File: src/rtl/fft_pkg.sv
// fft_pkg: shared types and helpers for the radix-2 DIT FFT controller.
// Holds the sequencer state enum, N_LOG2-derived width helpers and the
// bit-reverse function also used by the output reorder logic.
package fft_pkg;

  typedef enum logic [2:0] {
    ST_IDLE  = 3'd0,
    ST_LOAD  = 3'd1,
    ST_RUN   = 3'd2,
    ST_FLUSH = 3'd3,
    ST_DONE  = 3'd4
  } fft_state_e;

  localparam int N_LOG2_MAX = 12;
  localparam int N_LOG2_DEF = 8;
  localparam int ADDR_W_DEF = N_LOG2_DEF;
  localparam int TW_W_DEF   = N_LOG2_DEF - 1;
  localparam int STAGE_W_DEF = $clog2(N_LOG2_DEF);

  // data-RAM address width
  function automatic int addr_w(input int n_log2);
    return n_log2;
  endfunction

  // twiddle-ROM index width (N/2 entries)
  function automatic int tw_w(input int n_log2);
    return n_log2 - 1;
  endfunction

  // stage counter width
  function automatic int stage_w(input int n_log2);
    return $clog2(n_log2);
  endfunction

  // reverse the low w bits of v; bits at and above w are returned as zero
  function automatic logic [N_LOG2_MAX-1:0] bit_rev(input logic [N_LOG2_MAX-1:0] v,
                                                    input int w);
    logic [N_LOG2_MAX-1:0] r;
    r = '0;
    for (int i = 0; i < N_LOG2_MAX; i++) begin
      if (i < w) begin
        r[i] = v[w-1-i];
      end else begin
        r[i] = 1'b0;
      end
    end
    return r;
  endfunction

endpackage

File: src/rtl/fft_addr_dly.sv
// fft_addr_dly: PIPE-deep shift register carrying {rd_en, rd_addr_a, rd_addr_b}
// so that the butterfly enable and write-back controls line up with the
// datapath. The enable is the MSB of the carried word.
module fft_addr_dly #(
  parameter int PIPE = 2,
  parameter int W    = 17
) (
  input  logic         clk,
  input  logic         rst_n,
  input  logic [W-1:0] din,
  output logic         tap1_en,
  output logic [W-1:0] tapn
);

  logic [W-1:0] sr_r [PIPE];

  // shift the read controls one slot per cycle; reset discards in-flight writes
  always_ff @(posedge clk or negedge rst_n) begin
    if (!rst_n) begin
      for (int i = 0; i < PIPE; i++) begin
        sr_r[i] <= '0;
      end
    end else begin
      sr_r[0] <= din;
      for (int i = 1; i < PIPE; i++) begin
        sr_r[i] <= sr_r[i-1];
      end
    end
  end

  assign tap1_en = sr_r[0][W-1];
  assign tapn    = sr_r[PIPE-1];

endmodule

File: src/rtl/fft_stage_ctrl.sv
// fft_stage_ctrl: stage/butterfly sequencer for the in-place radix-2 DIT FFT.
// Optional feature macro: FFT_CTRL_BITREV_EN adds a LOAD state that writes
// incoming samples to bit-reversed addresses before the first stage.
module fft_stage_ctrl
  import fft_pkg::*;
#(
  parameter int N_LOG2 = 8,
  parameter int PIPE   = 2
) (
  input  logic                          clk,
  input  logic                          rst_n,
  input  logic                          start,
`ifdef FFT_CTRL_BITREV_EN
  input  logic                          ld_valid,
  output logic                          ld_we,
  output logic [addr_w(N_LOG2)-1:0]     ld_addr,
`endif
  output logic                          busy,
  output logic                          done,
  output logic                          rd_en,
  output logic [addr_w(N_LOG2)-1:0]     rd_addr_a,
  output logic [addr_w(N_LOG2)-1:0]     rd_addr_b,
  output logic [tw_w(N_LOG2)-1:0]       tw_addr,
  output logic                          bf_en,
  output logic                          wr_en,
  output logic [addr_w(N_LOG2)-1:0]     wr_addr_a,
  output logic [addr_w(N_LOG2)-1:0]     wr_addr_b,
  output logic [stage_w(N_LOG2)-1:0]    stage
);

  localparam int AW  = addr_w(N_LOG2);
  localparam int KW  = tw_w(N_LOG2);
  localparam int SW  = stage_w(N_LOG2);
  localparam int FW  = (PIPE > 1) ? $clog2(PIPE) : 1;
  localparam int DW  = 1 + 2 * AW;

  localparam logic [KW-1:0] K_LAST = {KW{1'b1}};
  localparam logic [SW-1:0] S_LAST = SW'(N_LOG2 - 1);
  localparam logic [FW-1:0] F_LAST = FW'(PIPE - 1);

`ifdef FFT_CTRL_BITREV_EN
  localparam fft_state_e START_TGT = ST_LOAD;
`else
  localparam fft_state_e START_TGT = ST_RUN;
`endif

  fft_state_e     state_r, state_nxt_s;
  logic [KW-1:0]  k_r, k_nxt_s;
  logic [SW-1:0]  stage_r, stage_nxt_s;
  logic [FW-1:0]  flush_r, flush_nxt_s;

  logic [KW-1:0]  span_k_s, pos_s, grp_s, tw_s;
  logic [SW-1:0]  tw_sh_s;
  logic [AW-1:0]  span_a_s, addr_a_s, addr_b_s;
  logic           run_nxt_s;

  logic           busy_r, done_r, rd_en_r;
  logic [AW-1:0]  rd_addr_a_r, rd_addr_b_r;
  logic [KW-1:0]  tw_addr_r;
  logic [DW-1:0]  dly_tapn_s;
  logic           dly_tap1_s;

`ifdef FFT_CTRL_BITREV_EN
  logic [AW-1:0]         ld_cnt_r, ld_cnt_nxt_s;
  logic [AW-1:0]         ld_addr_r;
  logic [N_LOG2_MAX-1:0] ld_ext_s, ld_rev_s;
  logic                  ld_acc_s, ld_last_s;
`endif

`ifdef FFT_CTRL_BITREV_EN
  // load counter: one step per accepted sample, bit-reversed for the write address
  always_comb begin
    ld_acc_s     = (state_r == ST_LOAD) && ld_valid;
    ld_last_s    = ld_acc_s && (ld_cnt_r == {AW{1'b1}});
    ld_cnt_nxt_s = ld_cnt_r;
    if (state_r == ST_IDLE) begin
      ld_cnt_nxt_s = '0;
    end else if (ld_acc_s) begin
      ld_cnt_nxt_s = ld_cnt_r + AW'(1'b1);
    end else begin
      ld_cnt_nxt_s = ld_cnt_r;
    end
    ld_ext_s = '0;
    ld_ext_s[AW-1:0] = ld_cnt_nxt_s;
    ld_rev_s = bit_rev(ld_ext_s, N_LOG2);
  end

  // load counter and bit-reversed address registers
  always_ff @(posedge clk or negedge rst_n) begin
    if (!rst_n) begin
      ld_cnt_r  <= '0;
      ld_addr_r <= '0;
    end else begin
      ld_cnt_r  <= ld_cnt_nxt_s;
      ld_addr_r <= ld_rev_s[AW-1:0];
    end
  end

  assign ld_we   = ld_acc_s;
  assign ld_addr = ld_addr_r;
`endif

  // next-state logic for the stage / butterfly / flush counters
  always_comb begin
    state_nxt_s = state_r;
    k_nxt_s     = k_r;
    stage_nxt_s = stage_r;
    flush_nxt_s = flush_r;
    case (state_r)
      ST_IDLE: begin
        k_nxt_s     = '0;
        stage_nxt_s = '0;
        flush_nxt_s = '0;
        if (start) begin
          state_nxt_s = START_TGT;
        end else begin
          state_nxt_s = ST_IDLE;
        end
      end
      ST_LOAD: begin
`ifdef FFT_CTRL_BITREV_EN
        if (ld_last_s) begin
          state_nxt_s = ST_RUN;
        end else begin
          state_nxt_s = ST_LOAD;
        end
`else
        state_nxt_s = ST_IDLE;
`endif
      end
      ST_RUN: begin
        if (k_r == K_LAST) begin
          state_nxt_s = ST_FLUSH;
          k_nxt_s     = '0;
          flush_nxt_s = '0;
        end else begin
          k_nxt_s = k_r + KW'(1'b1);
        end
      end
      ST_FLUSH: begin
        if (flush_r == F_LAST) begin
          flush_nxt_s = '0;
          if (stage_r == S_LAST) begin
            state_nxt_s = ST_DONE;
          end else begin
            stage_nxt_s = stage_r + SW'(1'b1);
            state_nxt_s = ST_RUN;
          end
        end else begin
          flush_nxt_s = flush_r + FW'(1'b1);
        end
      end
      ST_DONE: begin
        state_nxt_s = ST_IDLE;
      end
      default: begin
        state_nxt_s = ST_IDLE;
        k_nxt_s     = '0;
        stage_nxt_s = '0;
        flush_nxt_s = '0;
      end
    endcase
  end

  // butterfly address mapping for the butterfly that will be read next cycle
  always_comb begin
    run_nxt_s = (state_nxt_s == ST_RUN);
    // span overflows to 0 in the last stage, which makes the mask all ones
    span_k_s  = KW'(1'b1) << stage_nxt_s;
    pos_s     = k_nxt_s & (span_k_s - KW'(1'b1));
    grp_s     = k_nxt_s >> stage_nxt_s;
    span_a_s  = AW'(1'b1) << stage_nxt_s;
    tw_sh_s   = S_LAST - stage_nxt_s;
    if (run_nxt_s) begin
      addr_a_s = ((AW'(grp_s) << stage_nxt_s) << 1) | AW'(pos_s);
      addr_b_s = addr_a_s + span_a_s;
      tw_s     = pos_s << tw_sh_s;
    end else begin
      addr_a_s = '0;
      addr_b_s = '0;
      tw_s     = '0;
    end
  end

  // state, counters and registered read-side outputs
  always_ff @(posedge clk or negedge rst_n) begin
    if (!rst_n) begin
      state_r     <= ST_IDLE;
      k_r         <= '0;
      stage_r     <= '0;
      flush_r     <= '0;
      busy_r      <= 1'b0;
      done_r      <= 1'b0;
      rd_en_r     <= 1'b0;
      rd_addr_a_r <= '0;
      rd_addr_b_r <= '0;
      tw_addr_r   <= '0;
    end else begin
      state_r     <= state_nxt_s;
      k_r         <= k_nxt_s;
      stage_r     <= stage_nxt_s;
      flush_r     <= flush_nxt_s;
      busy_r      <= (state_nxt_s != ST_IDLE);
      done_r      <= (state_nxt_s == ST_DONE);
      rd_en_r     <= run_nxt_s;
      rd_addr_a_r <= addr_a_s;
      rd_addr_b_r <= addr_b_s;
      tw_addr_r   <= tw_s;
    end
  end

  fft_addr_dly #(
    .PIPE (PIPE),
    .W    (DW)
  ) u_dly (
    .clk     (clk),
    .rst_n   (rst_n),
    .din     ({rd_en_r, rd_addr_a_r, rd_addr_b_r}),
    .tap1_en (dly_tap1_s),
    .tapn    (dly_tapn_s)
  );

  assign busy      = busy_r;
  assign done      = done_r;
  assign rd_en     = rd_en_r;
  assign rd_addr_a = rd_addr_a_r;
  assign rd_addr_b = rd_addr_b_r;
  assign tw_addr   = tw_addr_r;
  assign stage     = stage_r;
  assign bf_en     = dly_tap1_s;
  assign wr_en     = dly_tapn_s[DW-1];
  assign wr_addr_a = dly_tapn_s[2*AW-1:AW];
  assign wr_addr_b = dly_tapn_s[AW-1:0];

endmodule

File: config.mk
export PLATFORM = sky130hd
export DESIGN_NAME = fft_stage_ctrl
export DESIGN_NICKNAME = d
export VERILOG_FILES = /design/src/rtl/fft_pkg.sv /design/src/rtl/fft_addr_dly.sv /design/src/rtl/fft_stage_ctrl.sv
export SDC_FILE = /design/constraint.sdc
export NUM_CORES = 1
export LEC_CHECK = 0
export CORE_ASPECT_RATIO = 0.8
export CORE_UTILIZATION = 55
export DETAILED_ROUTE_END_ITERATION = 8
export DONT_BUFFER_PORTS = 1
export GPL_ROUTABILITY_DRIVEN = 0
export GPL_TIMING_DRIVEN = 0
export PLACE_DENSITY = 0.73
export SETUP_SLACK_MARGIN = 0.5
export SYNTH_ARGS = -nofsm -noshare
export SYNTH_HDL_FRONTEND = slang
export SYNTH_SLANG_ARGS = --single-unit
export TNS_END_PERCENT = 50
File: constraint.sdc
create_clock -name clk -period 4.4 [get_ports clk]
set_clock_uncertainty 0.05 [all_clocks]
set_input_delay 0.44 -clock clk [delete_from_list [all_inputs] [get_ports clk]]
set_output_delay 0.44 -clock clk [all_outputs]
set_load 0.02 [all_outputs]
# Yosys cells after proc, flatten, opt, wreduce, memory -nomap -nowiden
# Cells that the tools add are included.
totals:
  regBits: 74
  in_bits: 3
  output_inout_bits: 47
  wordCells: 57
classes:
  add_sub_neg: 6
  eq_ne: 9
  shifts: 5
  muxes: 16
  bitwise: 3
  reduce_logical: 6
op_table:
  columns: ["op", "n"]
  rows:
  - ["8-bit 2-to-1 mux", 2]
  - ["3-bit 2-to-1 mux", 5]
  - ["7-bit 2-to-1 mux", 2]
  - ["7-bit one-hot mux with 2 select lines", 1]
  - ["7-bit by 3-bit left shift with 7-bit output", 2]
  - ["3-bit by 2-bit equality test with 1-bit output (second input constant)", 3]
  - ["3-bit equality test (second input constant)", 3]
  - ["3-bit one-hot mux with 3 select lines", 1]
  - ["8-bit adder", 1]
  - ["8-bit by 7-bit bitwise OR with 8-bit output", 1]
  - ["1-bit by 3-bit left shift with 8-bit output (first input constant)", 1]
  - ["7-bit by 1-bit adder with 7-bit output (second input constant)", 1]
  - ["7-bit AND", 1]
  - ["7-bit equality test (second input constant)", 1]
  - ["1-bit by 3-bit left shift with 7-bit output (first input constant)", 1]
  - ["7-bit by 3-bit right shift with 7-bit output", 1]
  - ["7-bit by 1-bit subtractor with 7-bit output (second input constant)", 1]
  - ["3-bit one-hot mux with 2 select lines", 1]
  - ["3-bit OR reduction", 2]
  - ["3-bit by 1-bit adder with 3-bit output (second input constant)", 1]
  - ["3-bit by 1-bit equality test with 1-bit output (second input constant)", 1]
  - ["3-bit zero test", 1]
  - ["1-bit one-hot mux with 3 select lines", 1]
  - ["3-bit nonzero test", 1]
  - ["other kinds (8)", 9]

# Logic depth before layout (Yosys ltp)
depth:
  word_depth: 10
  depth_mapped: 22
  mapped_depth_nobuf: 21

# By module
# From an unflattened synthesis, not the netlist that was laid out.
hier_totals:
  hier_cells: 303
  hier_area_um2: 3268.1
by_module_without_submodules:
  columns: ["module", "n_inst", "cells_each", "area_each_um2", "seq_area_each_um2"]
  rows:
  - ["fft_stage_ctrl", 1, 252, 2289.7, 1001.0]
  - ["fft_addr_dly", 1, 51, 978.4, 850.8]

# Least setup slack after synthesis
# Ideal clock, no wire load.
synth_path:
  path_kind: "flip-flop to flip-flop"
  startpoint: "register stage_r[0] (netlist: stage[0])"
  endpoint: "register rd_addr_b_r[6] (netlist: rd_addr_b[6])"
  setup_time_ps: 132
  t_arrival_ps: 4266
  required_ps: 4218
  setup_slack_ps: -48
  stages_incl_launch_ff: 22
  path_buffers: 1
  period_less_slack_ps: 4448
  path_cell_list: "dfrtp_1 -> ha_1 -> and2_1 -> or3_1 -> a211oi_2 -> nor2_2 -> clkinv_1 -> buf_2 -> nand2_1 -> a311o_1 -> ha_1 -> nor3_1 -> o2bb2ai_1 -> o2bb2ai_1 -> ha_1 -> nor2b_1 -> o21ai_0 -> nand2b_1 -> a21o_1 -> a21oi_1 -> xor2_1 -> nor2_1"
synth_via:
  elab_chain_cells: 10
  elab_cells_between_ends: 18
  cone_classes: "add/sub (3); eq/ne (2); shift (4); mux (7); bitwise (2)"
synth_rtl:
  columns: ["element", "line_no", "rtl"]
  rows:
  - ["start, declared", "fft_stage_ctrl.sv:49", "logic [SW-1:0] stage_r, stage_nxt_s;"]
  - ["start signal, assigned", "fft_stage_ctrl.sv:201", "stage_r <= stage_nxt_s;"]
  - ["3-bit by 1-bit adder with 3-bit output / 3-bit equality test (equally long branches)", "fft_stage_ctrl.sv:146, fft_stage_ctrl.sv:143", null]
  - ["3-bit 2-to-1 mux", "fft_stage_ctrl.sv:143", "if (stage_r == S_LAST) begin"]
  - ["3-bit 2-to-1 mux", "fft_stage_ctrl.sv:141", "if (flush_r == F_LAST) begin"]
  - ["3-bit one-hot mux with 2 select lines *", "fft_stage_ctrl.sv:109", "case (state_r)"]
  - ["named net stage_nxt_s[0]", "fft_stage_ctrl.sv:49", null]
  - ["1-bit by 3-bit left shift with 7-bit output", "fft_stage_ctrl.sv:169", "span_k_s = KW'(1'b1) << stage_nxt_s;"]
  - ["7-bit by 1-bit subtractor with 7-bit output", "fft_stage_ctrl.sv:170", "pos_s = k_nxt_s & (span_k_s - KW'(1'b1));"]
  - ["7-bit AND", "fft_stage_ctrl.sv:170", null]
  - ["8-bit by 7-bit bitwise OR with 8-bit output", "fft_stage_ctrl.sv:175", "addr_a_s = ((AW'(grp_s) << stage_nxt_s) << 1) | AW'(pos_s);"]
  - ["8-bit adder *", "fft_stage_ctrl.sv:176", "addr_b_s = addr_a_s + span_a_s;"]
  - ["8-bit 2-to-1 mux *", "fft_stage_ctrl.sv:174", "if (run_nxt_s) begin"]
  - ["named net addr_b_s[6]", "fft_stage_ctrl.sv:54", "logic [AW-1:0] span_a_s, addr_a_s, addr_b_s;"]
  - ["end signal, assigned", "fft_stage_ctrl.sv:207", "rd_addr_b_r <= addr_b_s;"]
  - ["end, declared", "fft_stage_ctrl.sv:58", "logic [AW-1:0] rd_addr_a_r, rd_addr_b_r;"]
# The timed path passes the listed nets; every way through them passes the cells marked *.
# A chain may end at the register's enable or synchronous reset.

# Worst setup path after layout
# Same ends and word-level chain as after synthesis.

==> impl_results.md <==
- Peak Freq: 244 MHz
- Pin count of the biggest net entering global routing: between 70 and 80
- Relative slew margins: between 20% and 30%
- # port buffers: 0
- Finished Layout Cells: 417
- Reg-to-reg slack, setup: roughly 300 ps
- Hold path endpoint: state_r[1]
- DIE AREA: 6240 µm²
- Post-Layout Inst Area: ~3900 µm²
- Post-Syn Area: approximately 3300 µm²
- Initial antenna violation count: 0
- Period utilization: between 90% and 100%
- Final WS setup: approximately 300 ps
- First-pass GRT wire length: ~12 mm
- Commonest cells after routing, fill and taps aside: dfrtp_1 (72), buf_4 (35), nor2_1 (27), nand2_1 (24), o21ai_0 (16)
- Total power per unit cell area: about 320 nW/µm²
- Critical path data required time: ~4600 ps
- Largest area contributor in the synthesized netlist: dfrtp_1
- Initial Utilization: between 50% and 60%
- Asr flop ratio synth: 100%
- Hold WC Path Type: in2reg
- Max-cap violation count: 0
- Wire per inst: roughly 17 µm
- Worst-Margin Slew: between 1000 and 1500 ps
- CP max FO: 6
- TNS Setup: 0 ps
- I/O pins: 50
- Final Hold Violating Endpoints: 0
- DP Wirelength: roughly 4.5 mm
- Maximum buffer depth of the clock tree: 2
- Crit path kind: reg2reg
- Critical Path End Type: register
- Sequential area share after synthesis: approximately 57%
- Max VDD drop: 0.000214 V
- Area share of the largest cell type after synthesis: 56.8%
- Die Wd: ~88 µm
- Core Region: around 5600 µm²
- Clock Pin Slew Worst Setup and Hold Paths: 90 ps
- Iter 0 DRT Violations: between 90 and 100
- Critical Path Start Type: register
- Clock latency on the worst-skew pair: between 300 and 400 ps
- Post-route ant nets: 0
- Clock root buffer: clkbuf_8
- CTS H-tree depth: 3
- Rows: 24
- Synthesized net count: 315
- Dpl cell area: about 3400 µm²
- Pre-CTS WS: -37.0 ps
- Worst r2r dst: rd_addr_b[6]
- Gr ovfl total: 0
- Number of synthesized flops with an enable pin: 0
- Via count: roughly 2400
- Vias in the first global route: ~2300
- Top FF cell, synth: dfrtp_1
- First-pass DRT Iterations: 4
- Unrepaired setup endpoints after global routing: yes
- YS warnings: 0
- Share of layout cells above drive strength 1: around 27%
- Top area cells in the synthesized netlist: dfrtp_1 (57%), buf_4 (3.7%), ha_1 (3.5%)
- Commonest non-fill, non-tap cell in the layout: dfrtp_1
- Clock sink count: 74
- R2r worst-path depth: 21
- Tmin final: slightly above 4000 ps
- Fin nets: roughly 350
- Post-Route WL: between 7 and 8 mm
- Leak pwr: ~1.8 nW
- Min-delay src: start
- FF+latch count, synth: 74
- Gr usage total: 25.1%
- Residual DRC count: 0
- DIE HEIGHT: around 71 µm
- Syn Inst Count: 302
- Placed cell count: 380
- Final slew viol count: 0
- Syn Area/Cell: 10.8 µm²
- Final core utilization: between 60% and 70%
- Outcome: finished, final reports clean
- Reg-to-Reg Start: stage[0]
- TritonCTS clock tree: done
- Ant. Diodes: 0
- CP arrival: 4270 ps
- Endpoints failing setup: 0
- Cts bufs inserted: 9
- Hold Path Depth: 2
- Syn-to-layout area delta: 19.0%
- Netlist cell types: 60
- Avg Vias per Cell: between 5 and 6
cell usage after synthesis, types with 3 or more instances:
cell type,count
mux2i_1,6
nor2b_1,6
nand2_1,26
a21oi_1,16
and3_1,4
a21o_1,3
buf_4,16
nand3_1,6
o31ai_1,4
o21a_1,3
buf_2,5
o21ai_0,19
dfrtp_1,74
and2_1,4
inv_1,10
xnor2_1,3
nor3_1,8
ha_1,9
xor2_1,3
nor2_1,27
clkbuf_1,3
layout make-up:
type / count / area (µm²)
Sequential cell: 74 / 1850
Fill cell: 400 / 1710
Multi-Input combinational cell: 190 / 1320
Timing Repair Buffer: 21 / 180
Buffer: 25 / 174
Clock buffer: 9 / 124
Tap cell: 78 / 97.6
Clock inverter: 7 / 82.6
Inverter: 13 / 52.6
worst max path at each step:
stage	from	endpoint	slack, ps	cells past startpoint
after floorplan	stage[0]	rd_addr_b[6]	420	21
after global placement	stage[0]	rd_addr_b[6]	-20	21
after detailed placement	stage[0]	rd_addr_b[6]	-40	21
after CTS	stage[0]	rd_addr_b[6]	200	21
after global routing	state_r[0]	rd_addr_b[6]	150	21
final	stage[0]	rd_addr_b[6]	300	21
flip-flops by register name, indices dropped and copies added, names as in the netlist:
name	cells
rd_addr_b	8
stage	3
flush_r	1
rd_en	1
u_dly.tapn	17
u_dly.sr_r	16
tw_addr	7
state_r	3
rd_addr_a	8
u_dly.tap1_en	1
k_r	7
busy	1
done	1
worst max-delay path: stages, from the launching register on:
cell and delay, ps:
dfrtp_2 510, ha_4 190, and2_4 150, or3_4 340
a211oi_4 260, nor2_2 100, clkinv_2 80, buf_6 100
nand2_2 30, a311o_1 330, ha_4 210, nor3_4 140
o2bb2ai_1 130, o2bb2ai_1 150, ha_1 290, nor2b_4 140
o21ai_1 110, nand2b_1 110, a21o_1 180, a21oi_2 150
xor2_1 150, nor2_1 50
per-stage QoR:
step,power [mW],hold slack [ps]
2_1_floorplan,0.703,94.4
3_3_place_gp,0.703,96.2
3_5_place_dp,0.703,96.1
4_1_cts,1.27,238
5_1_grt,1.29,281
6_report,1.25,259
logic make-up after synthesis:
family,after synthesis,share of synthesized area (%)
AND/OR/NAND/NOR,97,14.7
flip-flops,74,56.8
AO/OA/AOI/OAI,70,14.3
buffers and inverters,38,6.64
adder cells (fa/ha/maj),10,4.07
XOR/XNOR,6,1.61
multiplexers,6,1.84
other,1,0.115
per-layer routing:
metal | part of all wire (%) | global-route usage [%]
met4 | 1.0 | 7.17
met2 | 45 | 36.6
met1 | 44 | 35.8
met3 | 9.7 | 8.98
met5 | 0 | 0
report_power, final:
part	internal, mW	leakage, nW	switching (mW)
Clock	0.271	0.0988	0.273
Combinational	0.00528	0.813	0.0153
Sequential	0.682	0.883	0.00222
Total	0.959	1.79	0.290
timing repair:
action	in CTS	in global routing
hold buffers	2	0
resized for setup	10	11
endpoints found under the setup margin	6	6
buffers inserted	12	7
endpoints found under the hold margin	74	0
pin swaps	16	17
Note: power is estimated with default switching activity, not from simulation.
